--- config.mk ---
export PLATFORM = sky130hd
export DESIGN_NAME = vec3_normalize_seq
export DESIGN_NICKNAME = d
export VERILOG_FILES = /design/src/rtl/vec3_normalize_seq.sv
export SDC_FILE = /design/constraint.sdc
export NUM_CORES = 2
export LEC_CHECK = 0
export ABC_AREA = 1
export CORE_MARGIN = 1
export CORE_UTILIZATION = 35
export DETAILED_ROUTE_END_ITERATION = 10
export PLACE_DENSITY = 0.59
export SLEW_MARGIN = 15
export SYNTH_ARGS = -nofsm -noshare
export SYNTH_HDL_FRONTEND = slang
export SYNTH_SLANG_ARGS = --single-unit
export TNS_END_PERCENT = 20
--- constraint.sdc ---
create_clock -name clk -period 35.1 [get_ports clk]
set_clock_uncertainty 0.15 [all_clocks]
set_input_delay 7.02 -clock clk [delete_from_list [all_inputs] [get_ports clk]]
set_output_delay 7.02 -clock clk [all_outputs]
set_load 0.01 [all_outputs]
--- src/rtl/vec3_normalize_seq.sv ---
// vec3_normalize_seq
//   Multi-cycle Q8.4 3D vector normalizer. A single square-root unit and a
//   single divider are time-shared across the vector components.
//
// Ports
//   clk, rst             clock, asynchronous active-high reset
//   in_valid/in_ready    request handshake; in_ready high only in IDLE
//   in_x, in_y, in_z     signed Q8.4 input vector
//   out_valid/out_ready  result handshake; result held until accepted
//   out_x, out_y, out_z  signed Q8.4 normalized vector
//   out_zero_mag         magnitude evaluated to 0, vector outputs forced to 0
//   busy                 high in every state except IDLE
//
// state | meaning
// IDLE  | waiting for a request, inputs captured on accept
// MAG   | register squared magnitude
// SQRT  | register saturated magnitude, detect zero magnitude
// DIVX  | out_x = x / mag
// DIVY  | out_y = y / mag
// DIVZ  | out_z = z / mag
// DONE  | result presented until out_ready
module vec3_normalize_seq #(
  parameter int WIDTH = 12
) (
  input  logic                    clk,
  input  logic                    rst,
  input  logic                    in_valid,
  output logic                    in_ready,
  input  logic signed [WIDTH-1:0] in_x,
  input  logic signed [WIDTH-1:0] in_y,
  input  logic signed [WIDTH-1:0] in_z,
  output logic                    out_valid,
  input  logic                    out_ready,
  output logic signed [WIDTH-1:0] out_x,
  output logic signed [WIDTH-1:0] out_y,
  output logic signed [WIDTH-1:0] out_z,
  output logic                    out_zero_mag,
  output logic                    busy
);

  localparam int MW = 2*WIDTH + 2;   // squared magnitude width
  localparam int RW = MW + 4;        // sqrt radicand width (mag2 << 4)
  localparam int SW = RW / 2;        // sqrt root width
  localparam int DW = WIDTH + 4;     // divider width (v <<< 4)
  localparam logic signed [DW-1:0] Q_HI = DW'(2**(WIDTH-1) - 1);
  localparam logic signed [DW-1:0] Q_LO = DW'(-(2**(WIDTH-1)));

  typedef enum logic [2:0] {IDLE, MAG, SQRT, DIVX, DIVY, DIVZ, DONE} state_t;

  state_t state, state_nxt;

  logic signed [WIDTH-1:0] vx, vy, vz;
  logic [MW-1:0]           mag2_q;
  logic [WIDTH-1:0]        mag_q;

  // squared terms; products are never negative so >>> 4 is a plain slice
  logic signed [2*WIDTH-1:0] px, py, pz;
  logic [MW-1:0]             mag2_nxt;

  assign px = vx * vx;
  assign py = vy * vy;
  assign pz = vz * vz;
  assign mag2_nxt = {{(MW-2*WIDTH+4){1'b0}}, px[2*WIDTH-1:4]}
                  + {{(MW-2*WIDTH+4){1'b0}}, py[2*WIDTH-1:4]}
                  + {{(MW-2*WIDTH+4){1'b0}}, pz[2*WIDTH-1:4]};

  // digit-by-digit integer square root of mag2 << 4
  logic [RW-1:0]   rad;
  logic [RW+1:0]   rem;
  logic [RW+1:0]   trial;
  logic [SW-1:0]   root;
  logic [WIDTH-1:0] mag_nxt;

  assign rad = {mag2_q, 4'b0000};

  always_comb begin
    rem   = '0;
    trial = '0;
    root  = '0;
    for (int i = SW-1; i >= 0; i--) begin
      rem   = {rem[RW-1:0], rad[2*i +: 2]};
      trial = {{(RW-SW){1'b0}}, root, 2'b01};
      if (rem >= trial) begin
        rem  = rem - trial;
        root = {root[SW-2:0], 1'b1};
      end else begin
        root = {root[SW-2:0], 1'b0};
      end
    end
  end

  always_comb begin
    if (|root[SW-1:WIDTH-1])
      mag_nxt = {1'b0, {(WIDTH-1){1'b1}}};
    else
      mag_nxt = root[WIDTH-1:0];
  end

  // shared divider; operand picked by the current divide state
  logic signed [WIDTH-1:0] div_sel;
  logic signed [DW-1:0]    div_num, div_den, div_q;
  logic signed [WIDTH-1:0] div_sat;

  always_comb begin
    case (state)
      DIVY:    div_sel = vy;
      DIVZ:    div_sel = vz;
      default: div_sel = vx;
    endcase
    div_num = $signed({div_sel, 4'b0000});
    div_den = $signed({4'b0000, mag_q});
    div_q   = div_num / div_den;
    if (div_q > Q_HI)
      div_sat = Q_HI[WIDTH-1:0];
    else if (div_q < Q_LO)
      div_sat = Q_LO[WIDTH-1:0];
    else
      div_sat = div_q[WIDTH-1:0];
  end

  always_ff @(posedge clk or posedge rst) begin
    if (rst) state <= IDLE;
    else     state <= state_nxt;
  end

  always_comb begin
    state_nxt = state;
    case (state)
      IDLE:    if (in_valid) state_nxt = MAG;
      MAG:     state_nxt = SQRT;
      SQRT:    state_nxt = (mag_nxt == '0) ? DONE : DIVX;
      DIVX:    state_nxt = DIVY;
      DIVY:    state_nxt = DIVZ;
      DIVZ:    state_nxt = DONE;
      DONE:    if (out_ready) state_nxt = IDLE;
      default: state_nxt = IDLE;
    endcase
  end

  always_ff @(posedge clk or posedge rst) begin
    if (rst) begin
      vx           <= '0;
      vy           <= '0;
      vz           <= '0;
      mag2_q       <= '0;
      mag_q        <= '0;
      out_x        <= '0;
      out_y        <= '0;
      out_z        <= '0;
      out_zero_mag <= 1'b0;
    end else begin
      case (state)
        IDLE: if (in_valid) begin
          vx <= in_x;
          vy <= in_y;
          vz <= in_z;
        end
        MAG:  mag2_q <= mag2_nxt;
        SQRT: begin
          mag_q <= mag_nxt;
          if (mag_nxt == '0) begin
            out_x        <= '0;
            out_y        <= '0;
            out_z        <= '0;
            out_zero_mag <= 1'b1;
          end else begin
            out_zero_mag <= 1'b0;
          end
        end
        DIVX: out_x <= div_sat;
        DIVY: out_y <= div_sat;
        DIVZ: out_z <= div_sat;
        default: ;
      endcase
    end
  end

  // decoded straight from the state register, no input-to-output path
  assign in_ready  = (state == IDLE);
  assign busy      = (state != IDLE);
  assign out_valid = (state == DONE);

endmodule

==> Implementation_results.wiki <==
{| class="wikitable"
! Metric !! Value
|-
| Final period demand of the worst path || 32.25 ns
|-
| Clock Latency Late Sink || 0.41 ns
|-
| Initial antenna violation count || 2
|-
| Dominant combinational cell family by area after synthesis || adder cells
|-
| Synth area leader || fa_1
|-
| Number of storage elements in the synthesis netlist || 110
|-
| Post-synthesis mux area share || 0.002044
|-
| Top_reg_cell synth || dfrtp_1
|-
| Layout cells sized above 1 || 0.06470
|-
| Number of clock buffers inserted by TritonCTS || 9
|-
| Register-to-register setup slack || 2.85 ns
|-
| Worst rel slew slack || 0.3233
|-
| Global-route congestion overflow total || 0
|-
| CTS H-Tree Depth || 3
|-
| Placed cell area || 0.03916 mm^2
|-
| Cells on worst reg2reg path || 200
|-
| Maximum clock insertion buffer count || 2
|-
| Initial detailed-routing violation count || 2133
|-
| Remaining antenna violation count || 0
|-
| Final number of hold-violating endpoints || 0
|-
| Fin area || 0.03987 mm^2
|-
| Synth Area in Simple Gates || 0.2815
|-
| Maximum number of pins on one net before global-route repair || 69
|-
| Share of the clock period used by the worst path after layout || 0.9188
|-
| Syn_area_per_cell || 6.884 um^2
|-
| Post-detailed-route DRC marker count || 0
|-
| GR Util All Layers || 0.1961
|-
| # port buffers || 79
|-
| Clock tree from TritonCTS || yes
|-
| Final core occ || 0.3842
|-
| Part of the Yosys area used for sequential elements || 0.07496
|-
| CP most frequent cell || nand2_1
|-
| Number of global-route vias before repair || 33010
|-
| Final layout net count || 6245
|-
| Post-synthesis share of cell area spent on full adders, half adders and majority gates || 0.3533
|-
| Count of different cell masters after synthesis || 68
|-
| Worst endpoint required time || 35.25 ns
|-
| Synthesized-area fraction occupied by ao, oa, aoi and oai cells || 0.1051
|-
| Area fraction of the dominant cell type after synthesis || 0.2153
|-
| Run status || completed
|-
| Std-Cell Core Area || 0.1038 mm^2
|-
| Vias || 33420
|-
| Worst Path Class, Setup || reg2reg
|-
| Placer Congestion || 0.9112
|-
| Post-DR vias/cell || 4.921
|-
| Horizontal die dimension || 325.9 um
|-
| Capturing instance or port of the critical path || out_z[2]
|-
| Share of async-settable or async-resettable flops after synthesis || 1.000
|-
| Root buffer cell || clkbuf_16
|-
| Number of pins exceeding their max-slew limit in the final report || 0
|-
| Setup-failing EPs final || 0
|-
| Slew at the pin with the worst max-slew slack || 1.010 ns
|-
| Ranking of synthesized cells by area || fa_1 22%, ha_1 14%, nand2_1 13%
|-
| Timing startpoint of the critical path || state[2]
|-
| TritonCTS Sinks || 110
|-
| Launching element type of the critical path || flip-flop
|-
| Crit. End Element || flip-flop
|-
| Number of rows in the core area || 118
|-
| Synthesized instance count || 5334
|-
| Slowest cell on the critical path || a2111oi_0
|-
| Die height || 325.9 um
|-
| Routed Wire Length || 103300 um
|-
| Layout overhead on the synthesized area || 8.586%
|-
| Number of primary I/O pins || 80
|-
| Effective utilization at floorplan || 0.3538
|-
| Maximum cell stage delay along the critical path || 0.63 ns
|-
| Fmax || 31.01 MHz
|-
| Final Non-Filler Cells || 6791
|-
| Critical path peak fanout || 19
|-
| Most frequent standard cell in the layout excluding fill and tap cells || nand2_1
|-
| Placed instance count || 6751
|-
| Clock-pin transition on the worst setup and hold timing paths || 0.09 ns
|-
| Routed length per instance || 15.22 um
|-
| Worst min-delay path class || reg2reg
|-
| Highest-count cells in the layout ignoring fill and taps || 1314 x nand2_1, 979 x inv_1, 405 x ha_1, 395 x fa_1, 391 x nor2_1
|-
| Worst hold slack || 0.3542 ns
|-
| Wire length of the first global-routing pass || 170100 um
|-
| Drt first pass iters || 6
|-
| Crit Reg-Reg Endpoint || out_z[2]
|-
| Max-cap viol count || 0
|-
| Die Footprint || 0.1062 mm^2
|-
| Worst r2r src || state[2]
|-
| Netlist area before placement || 0.03672 mm^2
|-
| Worst min-delay path startpoint || out_x[1]
|-
| CP arrival || 32.40 ns
|-
| Ys Warns || 0
|-
| Share of the synthesized netlist area taken by xor and xnor gates || 0.06297
|-
| Post-DP HPWL || 87730 um
|-
| Count of flip-flops with a built-in enable after synthesis || 0
|}
[cell families (layout without fill, tap and decap cells)]
kind of cell / Yosys count / in the layout
AND/OR/NAND/NOR: 2335 / 2335
AO/OA/AOI/OAI: 695 / 695
adder cells (fa/ha/maj): 800 / 800
multiplexers: 7 / 7
other: 1 / 3
XOR/XNOR: 264 / 264
flip-flops: 110 / 110
buffers and inverters: 1122 / 1197
[layer usage]
layer / vias to the layer above / GRT usage / share of wire
met5: - / 0 / 0.00013
met4: 2 / 0.04327 / 0.020
met3: 99 / 0.01212 / 0.036
met2: 626 / 0.3322 / 0.46
met1: 15750 / 0.2731 / 0.48
li1: 16940 / - / -
[synthesized netlist by cell type, types with 23 or more instances]
cell type,number
nand2_2,34
nand3_1,298
nand3_2,40
nand2_1,1320
a21o_1,41
nor2_2,23
or2_2,33
xor2_1,146
nor3_1,40
clkbuf_1,67
nor2_1,394
nand3b_1,35
inv_1,985
a21oi_1,266
o21bai_1,25
ha_1,405
xnor2_1,118
dfrtp_1,110
o21ai_0,267
nand4_1,63
fa_1,395
[timing repair]
item / 4_1_cts / 5_1_grt
gates resized for setup: 25 / 61
pin swaps: 0 / 10
cloned: 0 / 2
buffers inserted: 0 / 21
hold buffers: 0 / 0
endpoints found under the setup margin: 36 / 36
[critical path, delay by kind of cell, from the launching register on]
family                     cells  cell delay, ns
AOI/OAI and AO/OA             81           14.46
xor gates and xnor gates       2            0.41
muxes                          2            0.57
DFF                            1            0.46
and+or+nand+nor               69            8.03
adders and majority gates     17            4.94
buffers and inverters         29            3.04
[metrics by stage]
| step | TNS [ns] | setup slack, ns |
|---|---|---|
| 2_1_floorplan | 0 | 2.466 |
| 3_3_place_gp | -30.76 | -0.9529 |
| 3_5_place_dp | -66.63 | -2.029 |
| 4_1_cts | 0 | 0.1083 |
| 5_1_grt | -2.562 | -0.1198 |
| 6_report | 0 | 2.852 |
[registers in the layout (all words and copies together), names as in the netlist]
register and flops:
out_y 12, state 3, vy 12, vx 12
mag_q 12, out_x 12, out_zero_mag 1, vz 12
out_z 12, mag2_q 22
[layout make-up]
cell class                 count  area [um^2]
fill                       11010        63920
tap                         1380         1727
clock buffer                   9        225.2
clock inverter                 7        70.07
inverter                    1012         3824
timing repair buffer         168         1485
antenna                        1        2.502
multi-input combinational   4103        29780
sequential                   110         2754
timing repair inverter         1        5.005
[worst min-delay path by stage]
stage              endpoint  slack (ns)  depth (start not counted)
3_3_place_gp   out_zero_mag        0.34                          1
5_1_grt            out_x[4]        0.38                          2
2_1_floorplan    mag2_q[13]        0.32                          2
3_5_place_dp       out_x[1]        0.34                          2
4_1_cts            out_x[1]        0.36                          2
6_report           out_x[1]        0.35                          2
Power is not shown: default switching activity piles up to over one toggle a cycle in this logic, so the estimate is an artifact.
